==> config.mk <==
export PLATFORM = sky130hd
export DESIGN_NAME = uart_tx_scheduler
export DESIGN_NICKNAME = d
export VERILOG_FILES = /design/src/rtl/uart_tx_scheduler_pkg.sv /design/src/rtl/uart_tx_scheduler_rr_arbiter.sv /design/src/rtl/uart_tx_scheduler.sv
export SDC_FILE = /design/constraint.sdc
export NUM_CORES = 1
export LEC_CHECK = 0
export ABC_AREA = 1
export ABC_CLOCK_PERIOD_IN_PS = 2000
export CAP_MARGIN = 10
export CORE_UTILIZATION = 43
export DETAILED_ROUTE_END_ITERATION = 8
export GPL_TIMING_DRIVEN = 0
export PLACE_DENSITY = 0.76
export SETUP_SLACK_MARGIN = 0.05
export SYNTH_ARGS = -nofsm -noshare
export SYNTH_HDL_FRONTEND = slang
export SYNTH_SLANG_ARGS = --single-unit
==> constraint.sdc <==
create_clock -name clock -period 2 [get_ports clock]
set_clock_uncertainty 0.15 [all_clocks]
set_input_delay 0.4 -clock clock [delete_from_list [all_inputs] [get_ports clock]]
set_output_delay 0.4 -clock clock [all_outputs]
set_load 0.05 [all_outputs]
==> src/rtl/uart_tx_scheduler_pkg.sv <==
// Shared types for the uart transmit scheduler: FSM states, error codes and
// the timeout-counter width helper.
package uart_tx_scheduler_pkg;

  typedef enum logic [1:0] {
    ARB       = 2'd0,
    LOAD      = 2'd1,
    WAIT_BUSY = 2'd2,
    WAIT_DONE = 2'd3
  } sched_state_t;

  localparam logic [1:0] ERR_NONE = 2'b00;
  localparam logic [1:0] ERR_BUSY = 2'b01;
  localparam logic [1:0] ERR_GAP  = 2'b10;

  // One counter serves both watchdogs, so it must hold the larger limit.
  function automatic int cnt_width(input int a, input int b);
    return $clog2(((a > b) ? a : b) + 1);
  endfunction

endpackage

==> src/rtl/uart_tx_scheduler_rr_arbiter.sv <==
// Combinational round-robin pick: first set req bit at or after ptr, wrapping.
// The caller owns and advances the pointer.
module rr_arbiter #(
  parameter int N  = 4,
  parameter int PW = $clog2(N)
) (
  input  logic [N-1:0]  req,
  input  logic [PW-1:0] ptr,
  output logic [N-1:0]  gnt,
  output logic          any
);

  logic [N-1:0] rot;
  logic [N-1:0] lowest;

  // Rotate right by ptr through a double-width copy, isolate the lowest set
  // bit, then rotate it back left into its original position.
  assign rot    = N'({req, req} >> ptr);
  assign lowest = rot & (~rot + N'(1));
  assign gnt    = N'(({lowest, lowest} << ptr) >> N);
  assign any    = |req;

endmodule

==> src/rtl/uart_tx_scheduler.sv <==
// Shares one uart transmitter among NUM_REQ requesters, a whole packet at a
// time, with round-robin arbitration and busy/gap watchdogs.
module uart_tx_scheduler
  import uart_tx_scheduler_pkg::*;
#(
  parameter int NUM_REQ      = 4,
  parameter int DATA_BITS    = 8,
  parameter int BUSY_TIMEOUT = 16,
  parameter int GAP_TIMEOUT  = 256
) (
  input  logic                         clock,
  input  logic                         reset_n,
  input  logic [NUM_REQ-1:0]           req_valid,
  input  logic [NUM_REQ*DATA_BITS-1:0] req_data,
  input  logic [NUM_REQ-1:0]           req_last,
  output logic [NUM_REQ-1:0]           req_ready,
  output logic [DATA_BITS-1:0]         tx_data,
  output logic                         tx_send,
  input  logic                         tx_busy,
  output logic [NUM_REQ-1:0]           grant,
  output logic                         sched_busy,
  output logic                         err_pulse,
  output logic [1:0]                   err_code
);

  localparam int PW = $clog2(NUM_REQ);
  localparam int CW = cnt_width(BUSY_TIMEOUT, GAP_TIMEOUT);
  localparam logic [CW-1:0] BUSY_LIM = CW'(BUSY_TIMEOUT);
  localparam logic [CW-1:0] GAP_LIM  = CW'(GAP_TIMEOUT);

  sched_state_t         state, state_d;
  logic [NUM_REQ-1:0]   grant_d, arb_gnt;
  logic                 arb_any;
  logic [PW-1:0]        ptr, ptr_d, gidx, gnext;
  logic [CW-1:0]        cnt, cnt_d, cnt_inc;
  logic [DATA_BITS-1:0] tx_data_d, gdata;
  logic                 last_q, last_d, tx_send_d, err_pulse_d, accept;
  logic [1:0]           err_code_d;

  rr_arbiter #(.N(NUM_REQ), .PW(PW)) u_arb (
    .req (req_valid),
    .ptr (ptr),
    .gnt (arb_gnt),
    .any (arb_any)
  );

  always_comb begin
    gidx  = '0;
    gdata = '0;
    for (int i = 0; i < NUM_REQ; i++) begin
      if (grant[i]) begin
        gidx  = PW'(i);
        gdata = req_data[i*DATA_BITS +: DATA_BITS];
      end
    end
  end

  assign gnext      = (gidx == PW'(NUM_REQ - 1)) ? '0 : gidx + PW'(1);
  assign cnt_inc    = (&cnt) ? cnt : cnt + CW'(1);
  assign req_ready  = (state == LOAD) ? (grant & req_valid) : '0;
  assign accept     = |req_ready;
  assign sched_busy = (state != ARB);

  always_comb begin
    state_d     = state;
    grant_d     = grant;
    ptr_d       = ptr;
    cnt_d       = cnt;
    tx_data_d   = tx_data;
    last_d      = last_q;
    tx_send_d   = 1'b0;
    err_pulse_d = 1'b0;
    err_code_d  = err_code;
    case (state)
      ARB: begin
        if (arb_any) begin
          grant_d = arb_gnt;
          cnt_d   = '0;
          state_d = LOAD;
        end
      end
      LOAD: begin
        if (accept) begin
          tx_data_d = gdata;
          last_d    = |(grant & req_last);
          tx_send_d = 1'b1;
          cnt_d     = '0;
          state_d   = WAIT_BUSY;
        end else if (cnt_inc == GAP_LIM) begin
          err_pulse_d = 1'b1;
          err_code_d  = ERR_GAP;
          grant_d     = '0;
          ptr_d       = gnext;
          cnt_d       = '0;
          state_d     = ARB;
        end else begin
          cnt_d = cnt_inc;
        end
      end
      WAIT_BUSY: begin
        if (tx_busy) begin
          cnt_d   = '0;
          state_d = WAIT_DONE;
        end else if (cnt_inc == BUSY_LIM) begin
          // The byte is dropped; the requester has to resend the packet.
          err_pulse_d = 1'b1;
          err_code_d  = ERR_BUSY;
          grant_d     = '0;
          ptr_d       = gnext;
          cnt_d       = '0;
          state_d     = ARB;
        end else begin
          cnt_d = cnt_inc;
        end
      end
      WAIT_DONE: begin
        if (!tx_busy) begin
          cnt_d = '0;
          if (last_q) begin
            grant_d = '0;
            ptr_d   = gnext;
            state_d = ARB;
          end else begin
            state_d = LOAD;
          end
        end
      end
      default: state_d = ARB;
    endcase
  end

  always_ff @(posedge clock or negedge reset_n) begin
    if (!reset_n) begin
      state     <= ARB;
      grant     <= '0;
      ptr       <= '0;
      cnt       <= '0;
      tx_data   <= '0;
      last_q    <= 1'b0;
      tx_send   <= 1'b0;
      err_pulse <= 1'b0;
      err_code  <= ERR_NONE;
    end else begin
      state     <= state_d;
      grant     <= grant_d;
      ptr       <= ptr_d;
      cnt       <= cnt_d;
      tx_data   <= tx_data_d;
      last_q    <= last_d;
      tx_send   <= tx_send_d;
      err_pulse <= err_pulse_d;
      err_code  <= err_code_d;
    end
  end

endmodule

==> impl_metrics.json, run 1 <==
{
  "critPathLaunchType": "flip-flop",
  "fin_ws_ns": -0.163,
  "clkSinkCount": 30,
  "placed_cells": 466,
  "insertion_delay_ns": 0.29,
  "syn_inst": 335,
  "die_y_microns": 73.9,
  "cp_max_fo": 5,
  "p_int_mw": 0.965,
  "numPortBuffers": 63,
  "root_buffer": "clkbuf_8",
  "synth_most_common_cell": "nand2_1",
  "crit_required_ns": 2.04,
  "dieArea_sq_um": 5460,
  "ys_async_sr_fraction": 1.00,
  "timing.final.crit_share": 1.08,
  "layout_min_cycle_time_ns": 2.16,
  "wl_microns": 6650,
  "power_density_nw_per_um2": 370,
  "status": "finished, violations left",
  "dp_slack_ns": -0.609,
  "hpwl_microns": 4740,
  "area_growth_pct": 51.1,
  "vias": 2525,
  "ys_ff_latch": 30,
  "grt_max_degree": 17,
  "nets": 473,
  "initial_core_util": 0.459,
  "syn_nets": 384,
  "rsz0062_at_grt": "yes",
  "antenna_found_initial": 0,
  "rows": 25,
  "via_per_inst": 5.13,
  "setup_viol": 18,
  "synth-edff-count": 0,
  "io_pins": 64,
  "total_power_mw": 1.24,
  "drt_first_pass_iters": 4,
  "yosys_warnings": 0,
  "swShare": 0.225,
  "cts_max_path_buffers": 2,
  "ys.flop_type": "dfrtp_1",
  "drt_iter0_markers": 185,
  "final_cell_count_no_fill": 492,
  "yosysTopAreaCellShare": 0.337,
  "overflow": 0,
  "clkPwrFrac": 0.415,
  "arrival_ns": 2.20,
  "core_area_sq_um": 4850,
  "worst_slew_pin_slew_ns": 0.791,
  "ant_nets": 0,
  "holdCritPathClass": "flip-flop to flip-flop",
  "gp_congestion": 0.843,
  "final_area_sq_um": 3360,
  "ys_seq_area_frac": 0.337,
  "wire_per_inst_microns": 13.5,
  "clk_pin_slew_ns": 0.07,
  "grt_first_pass_wirelength_microns": 10400,
  "h-tree-depth": 2,
  "grt_pass1_vias": 2249,
  "violations": "negative setup slack",
  "synthDistinctLibCells": 30,
  "endpoint_kind": "flip-flop",
  "crit_type": "flip-flop to flip-flop",
  "ir_drop_v": 0.000254,
  "fmax_ghz": 0.462,
  "ys_top_cells_by_count": "nand2_1, nand3_1, inv_1",
  "final_max_slew_viol_count": 0,
  "p_seq_frac": 0.487,
  "yosysTopAreaCell": "dfrtp_1",
  "netlist_area_sq_um": 2220,
  "drc": 0,
  "drive_gt1_frac": 0.200,
  "synth_area_leaders": "dfrtp_1, nand2_1, nand3_1",
  "drv_cap": 0,
  "cts_tree": "yes",
  "p_comb_frac": 0.098,
  "avgSynthCellArea_sq_um": 6.64,
  "switching_power_mw": 0.279,
  "grtUsageTotal": 0.248,
  "cts_buffers": 5,
  "finalHoldViolations": 0,
  "relSlewSlack": 0.471,
  "p_leak_nw": 1.74,
  "setup_tns_ns": -1.79,
  "place_area_sq_um": 3000,
  "antennaDiodeCount": 0,
  "die_w_microns": 73.9
}
==> power by group through the flow <==
stage | clock (mW) | combinational (mW) | sequential [mW]
after floorplan | 0 | 0.0144 | 0.618
after global placement | 0 | 0.113 | 0.618
after detailed placement | 0 | 0.121 | 0.618
after CTS | 0.522 | 0.122 | 0.607
after global routing | 0.540 | 0.131 | 0.606
final | 0.517 | 0.121 | 0.607
==> layout make-up <==
| class | instances | area, sq um |
|---|---|---|
| fill | 406 | 1490 |
| multi-input combinational | 260 | 1450 |
| timing repair buffer | 82 | 782 |
| sequential | 30 | 752 |
| inverter | 36 | 135 |
| tap | 67 | 83.8 |
| clock buffer | 6 | 82.6 |
| buffer | 9 | 67.6 |
| clock inverter | 2 | 12.5 |
==> state kept, by name, indices dropped and copies added (netlist names) <==
| name | flops |
|---|---|
| tx_data | 8 |
| grant | 4 |
| err_pulse | 1 |
| state | 2 |
| last_q | 1 |
| ptr | 2 |
| err_code | 2 |
| tx_send | 1 |
| cnt | 9 |
==> metrics by stage <==
stage                     utilization  hold slack, ns
final                           0.693           0.332
after global routing            0.693           0.350
after detailed placement        0.618           0.319
after global placement          0.612           0.317
after CTS                       0.671           0.331
after floorplan                     -         -0.0456
==> critical path, cell delays in order (launching register included) <==
cell and delay, ns:
dfrtp_2 0.43, ha_4 0.18, nand2_4 0.07, nor2_4 0.05, nand3_2 0.08, buf_6 0.13
nand2_2 0.05, nand2_2 0.06, nand2_2 0.07, nor2_4 0.20, nand4_1 0.13, nand2_2 0.12
buf_6 0.14, nand2_2 0.06, nand2_1 0.07, nand2_1 0.05
==> what timing repair did <==
| item | in CTS | in global routing |
|---|---|---|
| setup endpoints to repair | 50 | 34 |
| hold buffers | 0 | 0 |
| pin swaps | 16 | 8 |
| cloned | 2 | 0 |
| gates resized for setup | 73 | 20 |
| buffers inserted | 12 | 4 |
==> placed cells by master, fill, tap and decap left out, types with 2 or more instances in the layout <==
| master | count |
|---|---|
| buf_2 | 4 |
| clkbuf_8 | 6 |
| nor2_4 | 5 |
| nand3_1 | 38 |
| buf_4 | 13 |
| a21oi_2 | 2 |
| inv_1 | 32 |
| ha_4 | 2 |
| buf_6 | 11 |
| nand4_1 | 10 |
| inv_2 | 3 |
| clkdlybuf4s50_1 | 42 |
| nand2_2 | 9 |
| nand2_1 | 114 |
| o21ai_0 | 20 |
| o21bai_1 | 2 |
| nor2_2 | 2 |
| nand2_4 | 4 |
| nand3_2 | 12 |
| a21oi_1 | 14 |
| clkbuf_1 | 2 |
| ha_1 | 4 |
| dlygate4sd2_1 | 16 |
| nor2_1 | 11 |
| dfrtp_1 | 29 |
==> metal layers <==
layer / global-route usage / vias up / routed length (microns)
met1: 0.327 / 1164 / 2810
met4: 0.0791 / 0 / 82
met2: 0.418 / 78 / 3380
met3: 0.0357 / 9 / 372
met5: 0 / - / 0
li1: - / 1274 / -
==> final timing paths <==
path	startpoint	endpoint	slack (ns)	cells after the start
worst max-delay path	cnt[0]	ptr[1]	-0.16	15
worst min register to register	tx_data[1]	tx_data[1]	0.33	2
worst max register to register	cnt[0]	ptr[1]	-0.16	15
max in group asynchronous	reset_n	err_pulse	0.74	2
min in group asynchronous	reset_n	ptr[1]	0.42	1
worst min-delay path	tx_data[1]	tx_data[1]	0.33	2
==> kinds of logic (layout without fill, tap and decap cells) <==
family | count (synthesis) | in the layout | synth area share
buffers and inverters | 45 | 135 | 0.0838
and+or+nand+nor | 210 | 210 | 0.430
xor gates and xnor gates | 2 | 2 | 0.00788
adders and majority gates | 6 | 6 | 0.0337
DFF | 30 | 30 | 0.337
AOI/OAI and AO/OA | 42 | 42 | 0.107
No activity file was read; power rests on OpenSTA's default activity.
==> run 2: changes to the inputs <==
--- a/config.mk
+++ b/config.mk
@@ -13,6 +13,7 @@
 export GPL_TIMING_DRIVEN = 0
 export PLACE_DENSITY = 0.76
 export SETUP_SLACK_MARGIN = 0.05
+export SKIP_LAST_GASP = 1
 export SYNTH_ARGS = -nofsm -noshare
 export SYNTH_HDL_FRONTEND = slang
 export SYNTH_SLANG_ARGS = --single-unit
==> impl_metrics.json, run 2 (synthesized netlist as in run 1, its figures left out) <==
{
  "status": "finished, violations left",
  "violations": "negative setup slack",
  "io_pins": 64,
  "drt_iter0_markers": 209,
  "cts_hold_buf": 0,
  "crit_type": "flip-flop to flip-flop",
  "finalHoldViolations": 0,
  "vias": 2514,
  "drc": 0,
  "h-tree-depth": 2,
  "nets": 473,
  "top_regs": "cnt: 9 flops, tx_data: 8 flops, grant: 4 flops",
  "cts_buffers": 5,
  "power_density_nw_per_um2": 371,
  "layout_min_cycle_time_ns": 2.17,
  "ff_latch_area_sq_um": 752,
  "die_w_microns": 73.9,
  "p_leak_nw": 1.74,
  "cp_common_cell": "nand2_2",
  "cts_max_path_buffers": 2,
  "initial_core_util": 0.459,
  "hold_depth": 2,
  "drive_gt1_frac": 0.202,
  "ant_nets": 0,
  "cp_max_fo": 5,
  "swShare": 0.226,
  "root_buffer": "clkbuf_8",
  "critPathTopFamily": "simple AND/OR/NAND/NOR gates",
  "worst_slew_pin_slew_ns": 0.783,
  "nFillCells": 406,
  "holdCritPathClass": "flip-flop to flip-flop",
  "final_area_sq_um": 3360,
  "clkPwrFrac": 0.417,
  "largest_reg_flops": 9,
  "switching_power_mw": 0.283,
  "drv_cap": 0,
  "largest_register": "cnt",
  "critPathLaunchType": "flip-flop",
  "gp_congestion": 0.843,
  "grtUsageTotal": 0.248,
  "numPortBuffers": 63,
  "fin_ws_ns": -0.165,
  "setup_viol": 19,
  "relSlewSlack": 0.477,
  "hold_ws_ns": 0.332,
  "cts_tree": "yes",
  "fmax_ghz": 0.462,
  "ir_drop_v": 0.000255,
  "endpoint_kind": "flip-flop",
  "p_comb_frac": 0.097,
  "min_from": "tx_data[1]",
  "insertion_delay_ns": 0.29,
  "core_area_sq_um": 4850,
  "multi_input_area_sq_um": 1450,
  "hpwl_microns": 4740,
  "via_per_inst": 5.11,
  "rsz0062_at_grt": "yes",
  "wl_microns": 6620,
  "place_area_sq_um": 3000,
  "timing.final.crit_share": 1.08,
  "antenna_found_initial": 0,
  "p_seq_frac": 0.486,
  "final_max_slew_viol_count": 0,
  "dieArea_sq_um": 5460,
  "holdPathEnd": "tx_data[1]",
  "r2r-start": "cnt[1]",
  "p_int_mw": 0.965,
  "path_buf_inv": 2,
  "mostFrequentLayoutCells": "nand2_1, clkdlybuf4s50_1, nand3_1, inv_1, dfrtp_1",
  "grt_first_pass_wirelength_microns": 10400,
  "wire_per_inst_microns": 13.4,
  "overflow": 0,
  "clk_pin_slew_ns": 0.07,
  "crit_required_ns": 2.04,
  "slowest_delay_ns": 0.42,
  "antennaDiodeCount": 0,
  "regToRegSetupSlack_ns": -0.17,
  "die_y_microns": 73.9,
  "path_cells": "ha_4, nand2_4, nor2_4, nand3_2, buf_6, nand2_2, nand2_2, nand2_2, nor2_4, nand4_1, nand2_2, buf_6, nand2_2, nand2_1, nand2_1",
  "grt_pass1_vias": 2249,
  "crit_slowest_cell": "dfrtp_1",
  "grt_max_degree": 17,
  "area_growth_pct": 51.1,
  "mostFrequentLayoutCell": "nand2_1",
  "rr_worst_depth": 15,
  "arrival_ns": 2.20,
  "clkSinkCount": 30,
  "dp_slack_ns": -0.609,
  "drt_first_pass_iters": 4,
  "rows": 25,
  "r2r_end": "ptr[1]"
}
## run 2: metrics by stage
step | utilization | cells | power, mW | setup TNS, ns
CTS | 0.670 | 488 | 1.25 | -0.830
global placement | 0.612 | 465 | 0.731 | -18.11
global route | 0.693 | 492 | 1.28 | -3.94
finish | 0.693 | 492 | 1.25 | -1.90
detailed placement | 0.618 | 466 | 0.739 | -13.49
floorplan | - | 335 | 0.633 | -0.111
## run 2: final cells by class
cell class                 count  area share
timing repair buffer          82       0.233
clock buffer                   6      0.0246
sequential                    30       0.224
clock inverter                 2     0.00372
multi-input combinational    260       0.430
tap                           67      0.0249
inverter                      36      0.0402
buffer                         9      0.0201
## run 2: how the worst max path moves through the flow
stage,cells after the start,start,to
3_3_place_gp,8,req_valid[0],cnt[1]
6_report,15,cnt[1],ptr[1]
2_1_floorplan,15,cnt[0],err_code[0]
3_5_place_dp,8,req_valid[0],cnt[0]
5_1_grt,14,cnt[1],ptr[1]
4_1_cts,14,cnt[0],grant[2]
## run 2: worst min-delay path, delay by kind of cell (launching register included)
kind / cells / cell delay [ns]
flops: 1 / 0.34
compound gates: 1 / 0.06
simple gates: 1 / 0.05
## run 2: power groups by stage
| stage | sequential, mW | clock [mW] | combinational (mW) |
|---|---|---|---|
| after floorplan | 0.618 | 0 | 0.0144 |
| final | 0.607 | 0.520 | 0.121 |
| after global routing | 0.606 | 0.540 | 0.131 |
| after global placement | 0.618 | 0 | 0.113 |
| after CTS | 0.607 | 0.522 | 0.122 |
| after detailed placement | 0.618 | 0 | 0.121 |
## run 2: timing repair
action / 4_1_cts / 5_1_grt
gates resized for setup: 71 / 24
pin swaps: 16 / 8
cloned: 2 / 0
buffers inserted: 12 / 4
setup endpoints to repair: 50 / 34
## run 2: routing by layer
layer  track usage  routed length, microns
met1         0.327                    2860
met2         0.418                    3330
met3        0.0357                     337
met4        0.0791                      82
met5             0                       0
